File: src/rtl/lsu_pkg.sv
// Shared types and constants for the load/store unit: FSM state encoding,
// RISC-V funct3 width codes and the request legality check.
package lsu_pkg;

    typedef enum logic [2:0] {
        IDLE     = 3'd0,
        READ     = 3'd1,
        RMW_READ = 3'd2,
        WRITE    = 3'd3,
        RESP     = 3'd4
    } lsu_state_t;

    localparam logic [2:0] F3_B  = 3'b000;
    localparam logic [2:0] F3_H  = 3'b001;
    localparam logic [2:0] F3_W  = 3'b010;
    localparam logic [2:0] F3_BU = 3'b100;
    localparam logic [2:0] F3_HU = 3'b101;

    // A request is in error when its width code is not legal for its
    // direction, or when a halfword/word access is not naturally aligned.
    function automatic logic lsu_is_err(input logic       i_we,
                                        input logic [2:0] i_funct3,
                                        input logic [1:0] i_off);
        logic w_illegal;
        logic w_misaligned;
        if (i_we) begin
            w_illegal = !((i_funct3 == F3_B) || (i_funct3 == F3_H) || (i_funct3 == F3_W));
        end else begin
            w_illegal = (i_funct3 == 3'b011) || (i_funct3 == 3'b110) || (i_funct3 == 3'b111);
        end
        // Unsigned variants share the low two bits with their signed forms.
        w_misaligned = ((i_funct3[1:0] == 2'b01) && i_off[0]) ||
                       ((i_funct3[1:0] == 2'b10) && (i_off != 2'b00));
        return w_illegal || w_misaligned;
    endfunction

endpackage

File: src/rtl/lsu_if.sv
// Bundle of the core-side request/response handshake and the data-memory
// strobe bus. The master modport is the LSU itself; slave is its environment.
interface lsu_if;

    logic        req_valid;
    logic        req_ready;
    logic        req_we;
    logic [2:0]  req_funct3;
    logic [31:0] req_addr;
    logic [31:0] req_wdata;
    logic        resp_valid;
    logic [31:0] resp_rdata;
    logic        resp_err;
    logic        memread;
    logic        memwrite;
    logic [31:0] addr;
    logic [31:0] writedata;
    logic [31:0] readdata;

    modport master (
        input  req_valid, req_we, req_funct3, req_addr, req_wdata, readdata,
        output req_ready, resp_valid, resp_rdata, resp_err,
               memread, memwrite, addr, writedata
    );

    modport slave (
        output req_valid, req_we, req_funct3, req_addr, req_wdata, readdata,
        input  req_ready, resp_valid, resp_rdata, resp_err,
               memread, memwrite, addr, writedata
    );

endinterface

File: src/rtl/lsu_align.sv
// Combinational lane logic: extracts and extends load data from a memory
// word, and merges sub-word store data into the word read back for RMW.
module lsu_align
    import lsu_pkg::*;
(
    input  logic [2:0]  i_funct3,
    input  logic [1:0]  i_off,
    input  logic [31:0] i_rdata,
    input  logic [31:0] i_wdata,
    output logic [31:0] o_load,
    output logic [31:0] o_merged
);

    logic [7:0]  w_byte;
    logic [15:0] w_half;

    // Pick the addressed byte and halfword lanes out of the memory word.
    always_comb begin
        w_byte = i_rdata[7:0];
        case (i_off)
            2'd0: w_byte = i_rdata[7:0];
            2'd1: w_byte = i_rdata[15:8];
            2'd2: w_byte = i_rdata[23:16];
            2'd3: w_byte = i_rdata[31:24];
            default: w_byte = i_rdata[7:0];
        endcase
        w_half = i_off[1] ? i_rdata[31:16] : i_rdata[15:0];
    end

    // Sign- or zero-extend the selected lane according to the load width.
    always_comb begin
        o_load = i_rdata;
        case (i_funct3)
            F3_B:    o_load = {{24{w_byte[7]}}, w_byte};
            F3_BU:   o_load = {24'h0, w_byte};
            F3_H:    o_load = {{16{w_half[15]}}, w_half};
            F3_HU:   o_load = {16'h0, w_half};
            default: o_load = i_rdata;
        endcase
    end

    // Overlay the low store bits onto the addressed lane of the old word.
    always_comb begin
        o_merged = i_rdata;
        case (i_funct3)
            F3_B: begin
                case (i_off)
                    2'd0: o_merged[7:0]   = i_wdata[7:0];
                    2'd1: o_merged[15:8]  = i_wdata[7:0];
                    2'd2: o_merged[23:16] = i_wdata[7:0];
                    2'd3: o_merged[31:24] = i_wdata[7:0];
                    default: o_merged = i_rdata;
                endcase
            end
            F3_H: begin
                if (i_off[1]) begin
                    o_merged[31:16] = i_wdata[15:0];
                end else begin
                    o_merged[15:0]  = i_wdata[15:0];
                end
            end
            default: o_merged = i_wdata;
        endcase
    end

endmodule

File: src/rtl/lsu_master.sv
// Load/store unit master: accepts one core request at a time, performs the
// word read, read-modify-write or word write on the data memory, and returns
// a single-cycle response. Address decode is left entirely to the memory side.
module lsu_master
    import lsu_pkg::*;
(
    input  logic  clk,
    input  logic  rst,
    lsu_if.master bus
);

    lsu_state_t  r_state;
    lsu_state_t  w_next;

    logic [2:0]  r_funct3;
    logic [31:0] r_addr;
    logic [31:0] r_wword;
    logic [31:0] r_rdata;
    logic        r_err;

    logic        w_accept;
    logic        w_err;
    logic [31:0] w_load;
    logic [31:0] w_merged;

    assign w_accept = bus.req_valid && (r_state == IDLE);
    assign w_err    = lsu_is_err(bus.req_we, bus.req_funct3, bus.req_addr[1:0]);

    lsu_align u_align (
        .i_funct3 (r_funct3),
        .i_off    (r_addr[1:0]),
        .i_rdata  (bus.readdata),
        .i_wdata  (r_wword),
        .o_load   (w_load),
        .o_merged (w_merged)
    );

    // State register; reset abandons any access in flight.
    always_ff @(posedge clk) begin
        if (rst) begin
            r_state <= IDLE;
        end else begin
            r_state <= w_next;
        end
    end

    // Next-state selection: the request kind decides the path at accept.
    always_comb begin
        w_next = r_state;
        case (r_state)
            IDLE: begin
                if (w_accept) begin
                    if (w_err) begin
                        w_next = RESP;
                    end else if (!bus.req_we) begin
                        w_next = READ;
                    end else if (bus.req_funct3 == F3_W) begin
                        w_next = WRITE;
                    end else begin
                        w_next = RMW_READ;
                    end
                end
            end
            READ:     w_next = RESP;
            RMW_READ: w_next = WRITE;
            WRITE:    w_next = RESP;
            RESP:     w_next = IDLE;
            default:  w_next = IDLE;
        endcase
    end

    // Request latches, load result capture and store-word merge capture.
    always_ff @(posedge clk) begin
        if (rst) begin
            r_funct3 <= 3'b000;
            r_addr   <= 32'h0;
            r_wword  <= 32'h0;
            r_rdata  <= 32'h0;
            r_err    <= 1'b0;
        end else begin
            if (w_accept) begin
                r_funct3 <= bus.req_funct3;
                r_addr   <= bus.req_addr;
                r_wword  <= bus.req_wdata;
                r_rdata  <= 32'h0;
                r_err    <= w_err;
            end
            if (r_state == READ) begin
                r_rdata <= w_load;
            end
            // SW keeps the latched word; SB/SH replace it with the merge.
            if (r_state == RMW_READ) begin
                r_wword <= w_merged;
            end
        end
    end

    // Output decode; strobes and response are suppressed while rst is high.
    always_comb begin
        bus.req_ready  = (r_state == IDLE);
        bus.resp_valid = 1'b0;
        bus.resp_rdata = 32'h0;
        bus.resp_err   = 1'b0;
        bus.memread    = 1'b0;
        bus.memwrite   = 1'b0;
        bus.addr       = 32'h0;
        bus.writedata  = 32'h0;
        case (r_state)
            READ, RMW_READ: begin
                bus.memread = !rst;
                bus.addr    = {r_addr[31:2], 2'b00};
            end
            WRITE: begin
                bus.memwrite  = !rst;
                bus.addr      = {r_addr[31:2], 2'b00};
                bus.writedata = r_wword;
            end
            RESP: begin
                bus.resp_valid = !rst;
                bus.resp_rdata = r_rdata;
                bus.resp_err   = r_err;
            end
            default: begin
                bus.req_ready = (r_state == IDLE);
            end
        endcase
    end

endmodule
File: src/flat_wrapper.sv
// flat-port wrapper written by rule: the top's interface ports become plain ports
module lsu_master_flat import lsu_pkg::*;
  (clk, rst, bus_req_valid, bus_req_we, bus_req_funct3, bus_req_addr, bus_req_wdata, bus_readdata, bus_req_ready, bus_resp_valid, bus_resp_rdata, bus_resp_err, bus_memread, bus_memwrite, bus_addr, bus_writedata);
  lsu_if bus_i ();
  input  logic clk;
  input  logic rst;
  input wire logic [$bits(bus_i.req_valid)-1:0] bus_req_valid;
  input wire logic [$bits(bus_i.req_we)-1:0] bus_req_we;
  input wire logic [$bits(bus_i.req_funct3)-1:0] bus_req_funct3;
  input wire logic [$bits(bus_i.req_addr)-1:0] bus_req_addr;
  input wire logic [$bits(bus_i.req_wdata)-1:0] bus_req_wdata;
  input wire logic [$bits(bus_i.readdata)-1:0] bus_readdata;
  output wire logic [$bits(bus_i.req_ready)-1:0] bus_req_ready;
  output wire logic [$bits(bus_i.resp_valid)-1:0] bus_resp_valid;
  output wire logic [$bits(bus_i.resp_rdata)-1:0] bus_resp_rdata;
  output wire logic [$bits(bus_i.resp_err)-1:0] bus_resp_err;
  output wire logic [$bits(bus_i.memread)-1:0] bus_memread;
  output wire logic [$bits(bus_i.memwrite)-1:0] bus_memwrite;
  output wire logic [$bits(bus_i.addr)-1:0] bus_addr;
  output wire logic [$bits(bus_i.writedata)-1:0] bus_writedata;
  assign bus_i.req_valid = bus_req_valid;
  assign bus_i.req_we = bus_req_we;
  assign bus_i.req_funct3 = bus_req_funct3;
  assign bus_i.req_addr = bus_req_addr;
  assign bus_i.req_wdata = bus_req_wdata;
  assign bus_i.readdata = bus_readdata;
  assign bus_req_ready = bus_i.req_ready;
  assign bus_resp_valid = bus_i.resp_valid;
  assign bus_resp_rdata = bus_i.resp_rdata;
  assign bus_resp_err = bus_i.resp_err;
  assign bus_memread = bus_i.memread;
  assign bus_memwrite = bus_i.memwrite;
  assign bus_addr = bus_i.addr;
  assign bus_writedata = bus_i.writedata;
  lsu_master u_core (.clk(clk), .rst(rst), .bus(bus_i));
endmodule
File: config.mk
export PLATFORM = sky130hd
export DESIGN_NAME = lsu_master_flat
export DESIGN_NICKNAME = d
export VERILOG_FILES = /design/src/rtl/lsu_pkg.sv /design/src/rtl/lsu_if.sv /design/src/rtl/lsu_align.sv /design/src/rtl/lsu_master.sv /design/src/flat_wrapper.sv
export SDC_FILE = /design/constraint.sdc
export NUM_CORES = 1
export LEC_CHECK = 0
export CAP_MARGIN = 30
export CORE_MARGIN = 2
export CORE_UTILIZATION = 46
export CTS_BUF_LIST = sky130_fd_sc_hd__clkbuf_4 sky130_fd_sc_hd__clkbuf_8
export DETAILED_ROUTE_END_ITERATION = 12
export HOLD_SLACK_MARGIN = 0.1
export PLACE_DENSITY_LB_ADDON = 0.3
export SLEW_MARGIN = 20
export SYNTH_ARGS = -nofsm -noshare
export SYNTH_HDL_FRONTEND = slang
export SYNTH_SLANG_ARGS = --single-unit
File: constraint.sdc
create_clock -name clk -period 2.4 [get_ports clk]
set_clock_uncertainty 0.15 [all_clocks]
set_input_delay 0.36 -clock clk [delete_from_list [all_inputs] [get_ports clk]]
set_output_delay 0.36 -clock clk [all_outputs]
set_load 0.01 [all_outputs]
==> flow_summary_export.csv <==
group,metric,value,unit
outcome,run_status,"finished, violations left",
outcome,failing_checks,"negative setup slack",
routing,detailroute.via_count,5892,
placement,place.gp.congestion,0.931,
min_path,holdPathStages,2,
routing,wl_per_cell,18.4,um
setup_path,delay_of_the_slowest_cell_on_the_worst_path,540,ps
placement,post-dp-hpwl,13.8,mm
logic_synthesis,synth.top_cells.by_count,"sky130_fd_sc_hd__nand2_1, sky130_fd_sc_hd__dfxtp_1, sky130_fd_sc_hd__and2_1, sky130_fd_sc_hd__a21oi_1, sky130_fd_sc_hd__nor2_1",
setup_path,timing.reg2reg.worst_path_depth,5,
cells_and_area,area.growth.synth_to_final,43.8,%
power,power.leakage,3.42,nW
logic_synthesis,synth-edff-count,0,
min_path,holdCritStartpoint,"rst",
routing,detail_route.vias_per_cell,5.77,
min_path,hold_path.class,"in -> reg",
global_route,globalRoute.totalOverflow,0,
die,die_x,114,um
routing,drcViolationCount,0,
sta,slew_headroom,50.7,%
logic_synthesis,synth_simple_gate_area_share,27.8,%
routing,detail_route.wirelength,18.8,mm
clock_tree,tritoncts,"built",
clock_tree,cts_inserted_buffers,9,
routing,antenna_left,0,
logic_synthesis,synth.area.top_cells,"sky130_fd_sc_hd__dfxtp_1, sky130_fd_sc_hd__and2_1, sky130_fd_sc_hd__nand2_1",
clock_tree,cts.sinks,103,
cells_and_area,diodes,0,
power,cell_internal_pwr,0.00299,W
logic_synthesis,post_synth_num_cell_types,49,
die,die_area,0.0130,mm^2
placement,port_buffers,201,
clock_tree,clk_pin_slew,90,ps
die,chipHeight,114,um
sta,layout_setup_ws,-8.94,ps
setup_path,cell_with_the_largest_stage_delay_on_the_worst_path,"sky130_fd_sc_hd__clkdlybuf4s50_1",
sta,finalWorstPathRequiredPeriod,2410,ps
logic_synthesis,number_of_synthesis_warnings,0,
sta,tns,-13.2,ps
sta,max_freq,415,MHz
logic_synthesis,synth.largest_area_cell,"sky130_fd_sc_hd__dfxtp_1",
global_route,first_global_vias,5503,
power,switching_portion_of_total_power,27.5,%
clock_tree,hold_bufs_inserted_after_cts,0,
sta,max_slew.worst_pin.slew,739,ps
cells_and_area,core_util_final,67.3,%
power,net_switching_component_of_the_power,0.00114,W
logic_synthesis,syn_area,0.00557,mm^2
cells_and_area,final-instance-count-excl-fill,1022,
setup_path,crit_cells,4,
setup_path,cp-startpoint,"u_core.r_state[0]",
setup_path,critical_path.n_buffers_inverters,2,
logic_synthesis,synth.area.mux_share,7.07,%
global_route,grt_max_degree,37,
die,fp-row-count,40,
logic_synthesis,synth_top_family_by_area,"simple AND/OR/NAND/NOR gates",
global_route,grt_pass1_wl,28.5,mm
logic_synthesis,synth_top_area_share,37.0,%
sta,final_hold_viol_count,0,
setup_path,worst-r2r-setup-slack,200,ps
setup_path,path_max_fanout,17,
logic_synthesis,synth_fa_ha_area_share,0,%
setup_path,reg2reg_start,"u_core.r_state[1]",
sta,unrepaired_setup_endpoints_after_global_routing,"true",
power,power_density,514,mW/mm^2
placement,dp_cells,1002,
setup_path,setup.worst_path.end,"bus_resp_rdata[22]",
setup_path,crit_required,1890,ps
routing,drt_pre_antenna_iters,5,
logic_synthesis,ys_seq_area_share,37.0,%
logic_synthesis,synth-main-ff-cell,"sky130_fd_sc_hd__dfxtp_1",
routing,drt_iter0_drc,558,
power,power,0.00412,W
die,pin_count,204,
logic_synthesis,synth_seq_cells,103,
power,vdd.ir_drop.worst,0.359,mV
power,share_clk_of_total_power,32.5,%
setup_path,worstSetupPathType,"reg -> out",
logic_synthesis,synth_compound_area_share,22.5,%
clock_tree,clock-root-buffer,"sky130_fd_sc_hd__clkbuf_8",
cells_and_area,fraction_of_final_layout_cells_sized_beyond_drive_strength_1,10.3,%
run,timing.max_cap.violations,0,
global_route,global_route.usage.total,27.9,%
die,floorplan.initialDensity,46.8,%
setup_path,chain_of_cells_forming_the_critical_path,"nor2_4 > buf_8 > and3_1 > clkdlybuf4s50_1",
power,combinationalPowerShare,21.1,%
sta,drv_slew,0,
sta,finalSetupViolations,2,
logic_synthesis,postSynth.asyncResetShare,0,%
logic_synthesis,postSynthCellCount,684,
global_route,grt_antenna_before_repair,0,
logic_synthesis,syn_area_per_cell,8.15,um^2
cells_and_area,number_of_filler_instances_in_the_final_layout,1007,
logic_synthesis,synthXorXnorAreaFrac,0.157,%
power,share_seq_of_total_power,46.4,%
clock_tree,ctsLongestPathBuffers,2,
setup_path,crit_start_category,"register",
setup_path,cp_top_family,"buffers and inverters",
die,core,0.0119,mm^2
setup_path,critPathCaptureType,"primary output",
setup_path,r2r-end,"u_core.r_wword[29]",
clock_tree,cts_max_level,3,
sta,timing.hold.ws,195,ps
cells_and_area,design.final.nets,973,
logic_synthesis,post-synth-top-count-cell,"sky130_fd_sc_hd__nand2_1",
clock_tree,clkLatencyLatePin,370,ps
setup_path,arrival_time_of_the_worst_setup_path,1900,ps
sta,period_share,100,%
-- through the flow --
step	worst slack [ps]	cell area, um^2
3_3_place_gp	11.7	7750
4_1_cts	2.35	7980
5_1_grt	-57.3	8020
2_1_floorplan	419	5580
3_5_place_dp	-143	7750
6_report	-8.94	8020
-- per-layer routing --
layer  wire (um)  vias up  GRT usage [%]
li1            -     2790              -
met1        8110     2767           37.9
met2        8420      298           42.5
met3        1770       37           7.25
met4         501        0           11.3
met5           0        -              0
-- flip-flops by register name, summed over array words and instances, names as in the netlist --
name and count:
u_core.r_addr 32, u_core.r_rdata 32, u_core.r_wword 32, u_core.r_funct3 3, u_core.r_state 3, u_core.r_err 1
-- power by group through the flow --
stage / Sequential [W] / Clock, W / Combinational, W
floorplan: 0.00191 / 0 / 0.000475
global placement: 0.00194 / 0 / 0.000821
CTS: 0.00191 / 0.00135 / 0.000849
finish: 0.00191 / 0.00134 / 0.000869
global route: 0.00192 / 0.00143 / 0.000938
detailed placement: 0.00195 / 0 / 0.000839
-- logic make-up after synthesis --
logic type                after synthesis
AOI/OAI and AO/OA                     169
DFF                                   103
and+or+nand+nor                       309
xor gates and xnor gates                1
muxes                                  33
other                                   1
buffers and inverters                  68
-- worst min-delay path by stage --
stage                         end  slack (ps)
6_report        u_core.r_addr[28]         190
5_1_grt         u_core.r_addr[28]         220
4_1_cts         u_core.r_addr[27]         170
3_5_place_dp    u_core.r_rdata[8]         280
3_3_place_gp   u_core.r_wword[29]         290
2_1_floorplan  u_core.r_rdata[10]         270
-- cell usage in the layout (no fill, tap or decap), types with 7 or more instances in the layout --
cell                              netlist  layout
sky130_fd_sc_hd__mux2_4                 8       8
sky130_fd_sc_hd__a21oi_1               58      57
sky130_fd_sc_hd__dlygate4sd2_1          0      49
sky130_fd_sc_hd__and3_1                34      34
sky130_fd_sc_hd__nor3_1                 7       7
sky130_fd_sc_hd__a311oi_1               8       8
sky130_fd_sc_hd__buf_4                  4      31
sky130_fd_sc_hd__nand3b_1               8       8
sky130_fd_sc_hd__nand2_1              108     108
sky130_fd_sc_hd__and2_1                66      66
sky130_fd_sc_hd__a21o_1                 8       8
sky130_fd_sc_hd__clkbuf_8               0      11
sky130_fd_sc_hd__nand2b_1               9       9
sky130_fd_sc_hd__nand3_1               10      10
sky130_fd_sc_hd__clkdlybuf4s50_1        0     151
sky130_fd_sc_hd__a211oi_1               8       8
sky130_fd_sc_hd__a221o_1               17      17
sky130_fd_sc_hd__o2bb2ai_1             16      16
sky130_fd_sc_hd__dfxtp_1              103     100
sky130_fd_sc_hd__mux2_2                 9       9
sky130_fd_sc_hd__o221ai_1               7       7
sky130_fd_sc_hd__o21ai_0               17      17
sky130_fd_sc_hd__nor2_1                52      49
sky130_fd_sc_hd__o41ai_2                8       8
sky130_fd_sc_hd__mux2i_1               15      15
sky130_fd_sc_hd__a32o_1                 8       8
-- final cells by class --
class	instances	area (um^2)	area share, %
Multi-Input combinational cell	514	3240	40.4
Timing Repair Buffer	239	2260	28.2
Sequential cell	103	2070	25.8
Tap cell	147	184	2.29
Clock buffer	11	151	1.89
Clock inverter	5	104	1.30
Inverter	3	11.3	0.140
-- timing repair --
| action | CTS | global route |
|---|---|---|
| gates cloned | 1 | 1 |
| buffers inserted | 0 | 2 |
| resized for setup | 60 | 3 |
| setup endpoints to repair | 96 | 47 |
No activity file was read; power rests on OpenSTA's default activity.
